$ cat config.mk
export PLATFORM = sky130hd
export DESIGN_NAME = softermax_norm_accum
export DESIGN_NICKNAME = d
export VERILOG_FILES = /design/src/rtl/softermax_pkg.sv /design/src/rtl/softermax_norm_accum_pow2_term.sv /design/src/rtl/softermax_norm_accum.sv
export SDC_FILE = /design/constraint.sdc
export NUM_CORES = 1
export LEC_CHECK = 0
export CORE_ASPECT_RATIO = 1.5
export CORE_MARGIN = 3
export CORE_UTILIZATION = 24
export CTS_CLUSTER_SIZE = 40
export DETAILED_ROUTE_END_ITERATION = 8
export HOLD_SLACK_MARGIN = 0.08
export PLACE_DENSITY_LB_ADDON = 0.1
export SLEW_MARGIN = 30
export SYNTH_ARGS = -nofsm -noshare
export SYNTH_HDL_FRONTEND = slang
export SYNTH_SLANG_ARGS = --single-unit
$ cat constraint.sdc
create_clock -name clk -period 10.15 [get_ports clk]
set_input_delay 2.5375 -clock clk [delete_from_list [all_inputs] [get_ports clk]]
set_output_delay 2.5375 -clock clk [all_outputs]
set_load 0.01 [all_outputs]
$ cat src/rtl/softermax_pkg.sv
// Shared types and helpers for the Softermax normalizer: FSM states, the
// 2^(f/4) fractional LUT and the saturating integer ceiling of a Q.2 logit.
package softermax_pkg;

    typedef enum logic [1:0] {
        ST_IDLE  = 2'd0,
        ST_ACCUM = 2'd1,
        ST_DONE  = 2'd2
    } state_e;

    localparam int LUT_W = 13;

    localparam logic [LUT_W-1:0] POW2_LUT_0 = 13'd4096;
    localparam logic [LUT_W-1:0] POW2_LUT_1 = 13'd4871;
    localparam logic [LUT_W-1:0] POW2_LUT_2 = 13'd5793;
    localparam logic [LUT_W-1:0] POW2_LUT_3 = 13'd6889;

    function automatic logic [LUT_W-1:0] pow2_lut(input logic [1:0] f);
        logic [LUT_W-1:0] v;
        case (f)
            2'd0:    v = POW2_LUT_0;
            2'd1:    v = POW2_LUT_1;
            2'd2:    v = POW2_LUT_2;
            2'd3:    v = POW2_LUT_3;
            default: v = POW2_LUT_0;
        endcase
        return v;
    endfunction

    // Ceiling of a sign-extended Q.2 value; clamps to the largest integer of a bw-bit logit.
    function automatic logic signed [15:0] ceil_q2(input logic signed [15:0] x, input int bw);
        logic signed [15:0] y;
        logic signed [15:0] lim;
        lim = 16'((32'sd1 <<< (bw - 1)) - 32'sd4);
        if (x[1:0] != 2'b00) begin
            y = $signed({x[15:2], 2'b00}) + 16'sd4;
        end else begin
            y = x;
        end
        if (y > lim) begin
            y = lim;
        end else begin
            y = y;
        end
        return y;
    endfunction

endpackage

$ cat src/rtl/softermax_norm_accum_pow2_term.sv
// Combinational 2^d term in Q.12 for a non-positive Q.2 difference d:
// LUT of the fractional quarter, right-shifted by the integer magnitude.
module pow2_term
    import softermax_pkg::*;
#(
    parameter int BW = 8,
    parameter int SW = 16
) (
    input  logic [BW:0]   i_d,
    output logic [SW-1:0] o_term
);

    logic             w_neg;
    logic [1:0]       w_f;
    logic [BW-2:0]    w_nshift;
    logic [LUT_W-1:0] w_lut;

    assign w_neg    = i_d[BW];
    assign w_f      = i_d[1:0];
    assign w_nshift = (~i_d[BW:2]) + (BW-1)'(1);
    assign w_lut    = pow2_lut(w_f);

    // Floor split: the integer part is i_d[BW:2]; a negative one becomes a right shift.
    always_comb begin
        o_term = {SW{1'b0}};
        if (!w_neg) begin
            o_term = SW'(w_lut);
        end else if (32'(w_nshift) >= SW) begin
            o_term = {SW{1'b0}};
        end else begin
            o_term = SW'(w_lut) >> w_nshift;
        end
    end

endmodule

$ cat src/rtl/softermax_norm_accum.sv
// Streaming Softermax stage: running integer max and renormalized denominator
// sum over VEC_SIZE logits, result held until the downstream handshake.
module softermax_norm_accum
    import softermax_pkg::*;
#(
    parameter int BW       = 8,
    parameter int FW       = 2,
    parameter int VEC_SIZE = 5,
    parameter int SW       = 16,
    parameter int SFW      = 12
) (
    input  logic          clk,
    input  logic          rst,
    input  logic          in_valid,
    output logic          in_ready,
    input  logic [BW-1:0] in_data,
    output logic          out_valid,
    input  logic          out_ready,
    output logic [BW-1:0] max_out,
    output logic [SW-1:0] sum_out
);

    localparam int CW = (VEC_SIZE > 1) ? $clog2(VEC_SIZE) : 1;

    if (FW != 2 || SFW != 12) begin : g_bad_format
        $error("softermax_norm_accum supports only FW = 2 with SFW = 12");
    end

    state_e        r_state;
    state_e        w_next_state;
    logic [CW-1:0] r_cnt;
    logic [BW-1:0] r_m;
    logic [SW-1:0] r_s;
    logic          r_in_ready;
    logic          r_out_valid;

    logic              w_accept;
    logic              w_first;
    logic              w_last;
    logic signed [15:0] w_c_wide;
    logic [BW-1:0]     w_c;
    logic              w_c_gt;
    logic [BW-1:0]     w_m_new;
    logic [BW:0]       w_m_diff;
    logic [BW-2:0]     w_shamt;
    logic [BW:0]       w_d;
    logic [SW-1:0]     w_term;
    logic [SW-1:0]     w_s_base;
    logic [SW:0]       w_sum_wide;
    logic [SW-1:0]     w_s_new;
    logic              w_unused;

    assign w_accept = in_valid && r_in_ready;
    assign w_first  = (r_state == ST_IDLE);
    assign w_last   = (r_cnt == CW'(VEC_SIZE - 1));

    assign w_c_wide = ceil_q2(16'($signed(in_data)), BW);
    assign w_c      = w_c_wide[BW-1:0];
    assign w_c_gt   = $signed(w_c) > $signed(r_m);
    assign w_m_new  = (w_first || w_c_gt) ? w_c : r_m;

    // Both maxima are integers, so the difference divided by 4 is the renormalizing shift.
    assign w_m_diff = {w_m_new[BW-1], w_m_new} - {r_m[BW-1], r_m};
    assign w_shamt  = w_m_diff[BW:2];
    assign w_d      = {in_data[BW-1], in_data} - {w_m_new[BW-1], w_m_new};
    assign w_unused = ^{w_c_wide[15:BW], w_m_diff[1:0]};

    pow2_term #(
        .BW (BW),
        .SW (SW)
    ) u_pow2_term (
        .i_d    (w_d),
        .o_term (w_term)
    );

    // Previous sum rescaled to the new max; a fresh vector starts from zero.
    always_comb begin
        w_s_base = {SW{1'b0}};
        if (w_first) begin
            w_s_base = {SW{1'b0}};
        end else if (32'(w_shamt) >= SW) begin
            w_s_base = {SW{1'b0}};
        end else begin
            w_s_base = r_s >> w_shamt;
        end
    end

    assign w_sum_wide = {1'b0, w_s_base} + {1'b0, w_term};
    assign w_s_new    = w_sum_wide[SW] ? {SW{1'b1}} : w_sum_wide[SW-1:0];

    // Next-state logic for the vector FSM.
    always_comb begin
        w_next_state = r_state;
        case (r_state)
            ST_IDLE: begin
                if (w_accept) begin
                    w_next_state = w_last ? ST_DONE : ST_ACCUM;
                end else begin
                    w_next_state = ST_IDLE;
                end
            end
            ST_ACCUM: begin
                if (w_accept && w_last) begin
                    w_next_state = ST_DONE;
                end else begin
                    w_next_state = ST_ACCUM;
                end
            end
            ST_DONE: begin
                if (out_ready) begin
                    w_next_state = ST_IDLE;
                end else begin
                    w_next_state = ST_DONE;
                end
            end
            default: w_next_state = ST_IDLE;
        endcase
    end

    // State, handshake flags and the M/S accumulators.
    always_ff @(posedge clk or posedge rst) begin
        if (rst) begin
            r_state     <= ST_IDLE;
            r_cnt       <= {CW{1'b0}};
            r_m         <= {BW{1'b0}};
            r_s         <= {SW{1'b0}};
            r_in_ready  <= 1'b0;
            r_out_valid <= 1'b0;
        end else begin
            r_state     <= w_next_state;
            r_in_ready  <= (w_next_state != ST_DONE);
            r_out_valid <= (w_next_state == ST_DONE);
            if (w_accept) begin
                r_m   <= w_m_new;
                r_s   <= w_s_new;
                r_cnt <= w_last ? {CW{1'b0}} : r_cnt + CW'(1);
            end
        end
    end

    assign in_ready  = r_in_ready;
    assign out_valid = r_out_valid;
    assign max_out   = r_m;
    assign sum_out   = r_s;

endmodule

### Word level (Yosys, flattened, before mapping)

Index checks and enable logic that the tools add are counted.

* shift operators: 2
* multiplexer cells: 15
* bitwise logic cells: 1
* $add $sub $neg: 6
* $lt $le $gt $ge: 4
* reductions and logical operators: 6
* equal/unequal tests: 8

Operator list (number)
* 16-bit 2-to-1 mux: 6
* 13-bit case mux with 4 select lines: 1
* 8-bit by 8-bit subtractor with 9-bit output: 2
* 16-bit by 16-bit adder with 17-bit output: 1
* 16-bit by 8-bit greater-than comparator with 1-bit output (second input constant): 1
* 8-bit 2-to-1 mux: 2
* 13-bit by 7-bit right shift with 16-bit output: 1
* 16-bit by 7-bit right shift with 16-bit output: 1
* 7-bit by 5-bit greater-or-equal comparator with 1-bit output (second input constant): 2
* 8-bit by 4-bit adder with 9-bit output (second input constant): 1
* 2-bit equality test (second input constant): 4
* 8-bit greater-than comparator: 1
* 2-bit 2-to-1 mux: 4
* 7-bit by 1-bit adder with 7-bit output (second input constant): 1
* 7-bit inverter: 1
* 2-bit case mux with 3 select lines: 1
* 2-bit by 1-bit equality test with 1-bit output (second input constant): 2
* 2-bit logical NOT: 2
* 3-bit by 1-bit adder with 3-bit output (second input constant): 1
* 3-bit equality test (second input constant): 1
* 3-bit 2-to-1 mux: 1
* 1-bit logical AND: 2
* 2-bit != test (second input constant): 1
* 2-bit nonzero test: 1
* 1-bit logical OR: 1

* bits in registers: 31
* bits of input ports: 12
* output and inout port bits: 26
* logic and storage cells: 48

### Depth between registers and ports, before layout

Gate-level depths: netlist of run 1.

* depth in word-level cells: 15
* depth in mapped cells: 41
* depth with buffers taken out: 39

### By module

From an unflattened synthesis of run 1, not the netlist that was laid out.

* cell total of the unflattened synthesis: 689
* area total of the unflattened synthesis: 5152.4 um2

By module, submodules not included
* softermax_norm_accum: cells each 538, times used 1, area an instance 4259.1 um2
* pow2_term: cells each 151, times used 1, area an instance 893.4 um2

### Least setup slack after synthesis of run 1

No wires, ideal clock.

* path type: input -> register
* start: in in_data[5]
* end: reg r_s[15], in the netlist sum_out[15]
* library setup time: 0.126 ns
* arrival time: 10.229 ns
* path slack: -0.206 ns
* required time: 10.024 ns
* stages: 39
* cell sequence: clkbuf_1 clkbuf_1 o2111ai_1 xnor2_1 nand2_1 ha_1 nand4_4 o221a_4 o21a_1 buf_6 nor2_1 a21o_1 inv_1 ha_1 clkbuf_1 xnor2_2 inv_1 clkbuf_1 [... 3 more ...] nand2_2 a2111oi_1 or4b_4 a21oi_2 a31o_1 ha_1 fa_1 a21o_1 a21oi_1 o21bai_1 a21oi_1 o21ai_0 a211oi_1 nor2_1 o31ai_1 a21oi_2 a41o_2 o32a_1

* cells in the longest elaborated chain, start to end: 15
* elaborated cells on any way between the ends: 26
* classes of those cells: 5 x add/sub; 4 x order compare; 3 x eq/ne; 2 x shift; 9 x mux; 1 x bitwise; 2 x reduce/logical

Ends and longest elaborated chain
* start: declaration: RTL line softermax_norm_accum.sv:16 `input logic [BW-1:0] in_data,`
* 8-bit by 4-bit adder with 9-bit output: RTL line softermax_pkg.sv:36 `y = $signed({x[15:2], 2'b00}) + 16'sd4;`
* 16-bit 2-to-1 mux *: RTL line softermax_pkg.sv:35 `if (x[1:0] != 2'b00) begin`
* 16-bit by 8-bit greater-than comparator with 1-bit output: RTL line softermax_pkg.sv:40 `if (y > lim) begin`
* 8-bit 2-to-1 mux *: RTL line softermax_pkg.sv:40
* 8-bit greater-than comparator: RTL line softermax_norm_accum.sv:59 `assign w_c_gt = $signed(w_c) > $signed(r_m);`
* 1-bit logical OR: RTL line softermax_norm_accum.sv:60 `assign w_m_new = (w_first || w_c_gt) ? w_c : r_m;`
* 8-bit 2-to-1 mux *: RTL line softermax_norm_accum.sv:60
* named net w_m_new[2]: RTL line softermax_norm_accum.sv:43 `logic [BW-1:0] w_m_new;`
* 8-bit by 8-bit subtractor with 9-bit output: RTL line softermax_norm_accum.sv:65 `assign w_d = {in_data[BW-1], in_data} - {w_m_new[BW-1], w_m_new};`
* 7-bit inverter: RTL line softermax_norm_accum_pow2_term.sv:20 `assign w_nshift = (~i_d[BW:2]) + (BW-1)'(1);`
* 7-bit by 1-bit adder with 7-bit output: RTL line softermax_norm_accum_pow2_term.sv:20
* 7-bit by 5-bit greater-or-equal comparator with 1-bit output or 13-bit by 7-bit right shift with 16-bit output (tied branches): RTL line softermax_norm_accum_pow2_term.sv:28, softermax_norm_accum_pow2_term.sv:31
* 16-bit 2-to-1 mux: RTL line softermax_norm_accum_pow2_term.sv:28 `end else if (32'(w_nshift) >= SW) begin`
* 16-bit 2-to-1 mux: RTL line softermax_norm_accum_pow2_term.sv:26 `if (!w_neg) begin`
* 16-bit by 16-bit adder with 17-bit output *: RTL line softermax_norm_accum.sv:88 `assign w_sum_wide = {1'b0, w_s_base} + {1'b0, w_term};`
* 16-bit 2-to-1 mux *: RTL line softermax_norm_accum.sv:89 `assign w_s_new = w_sum_wide[SW] ? {SW{1'b1}} : w_sum_wide[SW-1:0];`
* end signal: assignment: RTL line softermax_norm_accum.sv:126 `r_s <= {SW{1'b0}};`
* end signal: assignment: RTL line softermax_norm_accum.sv:135 `r_s <= w_s_new;`
* end: declaration: RTL line softermax_norm_accum.sv:33 `logic [SW-1:0] r_s;`

Mark *: on every way through the listed nets, which the timed path passes. The rest lies on a longest branch. The select of a mux whose other input is x is not followed.
A chain may end at the register's enable or synchronous reset.

### Worst setup path after layout of run 1

* start: in in_data[7]
* end: reg r_s[15], in the netlist sum_out[15]

* cells in the longest elaborated chain, start to end: 15
* elaborated cells on any way between the ends: 26
* classes of those cells: 5 x add/sub; 4 x order compare; 3 x eq/ne; 2 x shift; 9 x mux; 1 x bitwise; 2 x reduce/logical

Ends and longest elaborated chain (RTL line)
* 8-bit by 4-bit adder with 9-bit output: softermax_pkg.sv:36
* 16-bit 2-to-1 mux: softermax_pkg.sv:35
* 16-bit by 8-bit greater-than comparator with 1-bit output: softermax_pkg.sv:40
* 8-bit 2-to-1 mux: softermax_pkg.sv:40
* 8-bit greater-than comparator: softermax_norm_accum.sv:59
* 1-bit logical OR: softermax_norm_accum.sv:60
* 8-bit 2-to-1 mux: softermax_norm_accum.sv:60
* 8-bit by 8-bit subtractor with 9-bit output: softermax_norm_accum.sv:65
* 7-bit inverter, or another cell as far along: softermax_norm_accum_pow2_term.sv:20
* 7-bit by 1-bit adder with 7-bit output or 13-bit case mux with 4 select lines (tied branches): softermax_norm_accum_pow2_term.sv:20, softermax_pkg.sv:20
* 7-bit by 5-bit greater-or-equal comparator with 1-bit output or 13-bit by 7-bit right shift with 16-bit output (tied branches): softermax_norm_accum_pow2_term.sv:28, softermax_norm_accum_pow2_term.sv:31
* 16-bit 2-to-1 mux: softermax_norm_accum_pow2_term.sv:28
* 16-bit 2-to-1 mux: softermax_norm_accum_pow2_term.sv:26
* 16-bit by 16-bit adder with 17-bit output *: softermax_norm_accum.sv:88
* 16-bit 2-to-1 mux *: softermax_norm_accum.sv:89

Every way passes the cells marked *; elsewhere a longest branch is shown, timed or not. The select of a mux whose other input is x is not followed.

==> results of run 1 <==
[final timing paths]
path | start | endpoint
setup / recovery | in_data[7] | sum_out[15]
hold / removal | r_state[1] | r_state[0]
hold reg to reg | r_state[1] | r_state[0]
min in group asynchronous | rst | sum_out[10]
max in group asynchronous | rst | max_out[4]
setup reg to reg | max_out[7] | sum_out[15]
[sequential cells by signal, summed over array words and instances (netlist names)]
register   count
r_cnt          3
max_out        8
in_ready       1
sum_out       16
out_valid      1
r_state        2
[per-stage QoR]
step | cell area, sq um | utilization | std cells | hold WS (ns) | TNS (ns)
2_1_floorplan | 5050 | - | 647 | 0.467 | 0
3_3_place_gp | 6810 | 0.332 | 1074 | 0.486 | -7.27
3_5_place_dp | 6810 | 0.332 | 1074 | 0.502 | -7.61
4_1_cts | 7110 | 0.347 | 1085 | 0.510 | 0
5_1_grt | 7290 | 0.355 | 1089 | 0.531 | -0.969
6_report | 7290 | 0.355 | 1089 | 0.513 | 0
[final cells by class]
cell class | instances | area, sq um | area share
clock buffer | 5 | 125 | 0.0172
clock inverter | 3 | 67.6 | 0.00927
inverter | 40 | 150 | 0.0206
multi-input combinational | 544 | 4190 | 0.575
sequential | 31 | 776 | 0.106
tap | 264 | 330 | 0.0453
timing repair buffer | 202 | 1650 | 0.226
[metal layers]
metal | global-route usage | share of wire | vias up
met5 | 0 | 0 | -
met4 | 0.0496 | 0.031 | 0
met3 | 0.0192 | 0.023 | 28
met2 | 0.315 | 0.55 | 84
met1 | 0.170 | 0.40 | 2607
li1 | - | - | 2770
[kinds of logic after synthesis]
| family | count (synthesis) | synth area share |
|---|---|---|
| adder cells (fa/ha/maj) | 40 | 0.100 |
| AND/OR/NAND/NOR | 225 | 0.228 |
| flip-flops | 31 | 0.154 |
| multiplexers | 35 | 0.0718 |
| AO/OA/AOI/OAI | 218 | 0.329 |
| XOR/XNOR | 26 | 0.0574 |
| buffers and inverters | 72 | 0.0604 |
[cell usage in the layout (no fill, tap or decap), types with 10 or more instances in the layout]
master / n
buf_4: 163
nand2_1: 62
nor2_1: 53
a21oi_1: 36
inv_1: 33
o21ai_0: 32
dfrtp_1: 31
clkdlybuf4s50_1: 31
ha_1: 30
mux2i_1: 28
nor3_1: 22
nand3_1: 18
o22a_1: 14
xnor2_1: 12
a21o_1: 10
and2_1: 10
[what timing repair did]
| item | in CTS | in global routing |
|---|---|---|
| setup buffers | 3 | 4 |
| endpoints found under the setup margin | 16 | 16 |
| pin swaps | 4 | 20 |
| resized for setup | 15 | 37 |
==> run summary, run 1 <==
Most numerous cell in the Yosys netlist: nand2_1
Initial DRC count: 352
Worst-path clk slew: 0.06 ns
# clock sinks: 31
Post-route setup slack: 0.305 ns
Die Ht: 183 um
First-pass detailed-route iteration total: 4
Hold WC Path Type: reg2reg
Layout area overhead: 44.7%
CP delay by family, top: compound AO/OA/AOI/OAI gates
# fillers: 2236
Critical path's slowest cell: or4b_4
Max FO, Critical Path: 6
Htree depth: 2
Grt total ovfl: 0
Remaining antenna violation count: 0
Slowest stage delay, CP: 0.58 ns
Pre-CTS WS: -0.500 ns
CP most frequent cell: buf_4
Post-synth EDFFs: 0
Max clock buf depth: 2
FF-to-FF setup slack: 3.19 ns
Worst setup path class: in2reg
Worst endpoint required time: 10.32 ns
Buffers on Ports: 37
Crit path time final: 9.84 ns
Post-Route WL: 18600 um
Post-synth top cells: nand2_1 (63), nor2_1 (54), a21oi_1 (42)
Critical path buffers and inverters: 7
Hold depth: 1
Syn nets: 696
Share of the synthesized area in the top cell type: 0.154
Tot GR Track Use: 0.157
Final setup vio count: 0
Asr flop ratio synth: 1.00
Worst skew pair latency: 0.28 ns
Via count: 5489
First-pass GRT wire length: 29300 um
Distinct cells, synth: 107
Critical Path End Type: flop
Dpl hpwl: 15200 um
Synth warnings: 0
Nets: 873
Initial antenna violation count: 0
Die width: 124 um
CP arrival: 10.01 ns
Core box area: 20500 sq um
Mean Syn Cell Area: 7.78 sq um
Clock Skews: 0.00812 ns
Crit start category: input pin
Reg2Reg Depth: 35
Wire per inst: 17.0 um
Maxcap violations: 0
Max Slew Vio Count: 0
Cell count along the critical path: 39
Mapped cell area: 5030 sq um
F_max: 102 MHz
Fin. Hold Viols: 0
Primary FF master, synth: dfrtp_1
Hold_buf cts: 0
Largest net degree at the start of global routing: 32
Cell taking the most area after synthesis: dfrtp_1
Antenna Diode Count: 0
#FFs+latches synth: 31
Total CTS buffers: 5
Vias in the first global route: 5506
Slew @ Worst Pin: 0.868 ns
Share of cells above drive strength 1: 0.318
CTS tree: yes
Rows: 64
DR DRC count: 0
Initial core utilization: 0.246
IO Count: 38
Largest cells by area after synthesis: dfrtp_1 (15%), ha_1 (8.9%), mux2i_1 (5.6%)
GPL Wtd Cong: 0.885
Fraction of the cycle the final worst path needs: 0.970
Die area: 22800 sq um
CTS Root Cell: clkbuf_16
Drt via density: 5.04
Slew headroom: 0.419
Post-synthesis sequential area ratio: 0.154
Post-Synthesis Cells: 647
Status: finished, final reports clean
Power of run 1 is left out: the tool's default activity adds up to more than one toggle a clock period on the data nets, which glitch-free logic cannot reach.
==> run 2: changes to the inputs <==
--- a/config.mk
+++ b/config.mk
@@ -12,7 +12,7 @@
 export DETAILED_ROUTE_END_ITERATION = 8
 export HOLD_SLACK_MARGIN = 0.08
 export PLACE_DENSITY_LB_ADDON = 0.1
-export SLEW_MARGIN = 30
+export SLEW_MARGIN = 10
 export SYNTH_ARGS = -nofsm -noshare
 export SYNTH_HDL_FRONTEND = slang
 export SYNTH_SLANG_ARGS = --single-unit
==> results of run 2 <==
Same layout as run 1: the final DEF is identical, and so are final timing and power.
Power of run 2 is left out for the same reason.
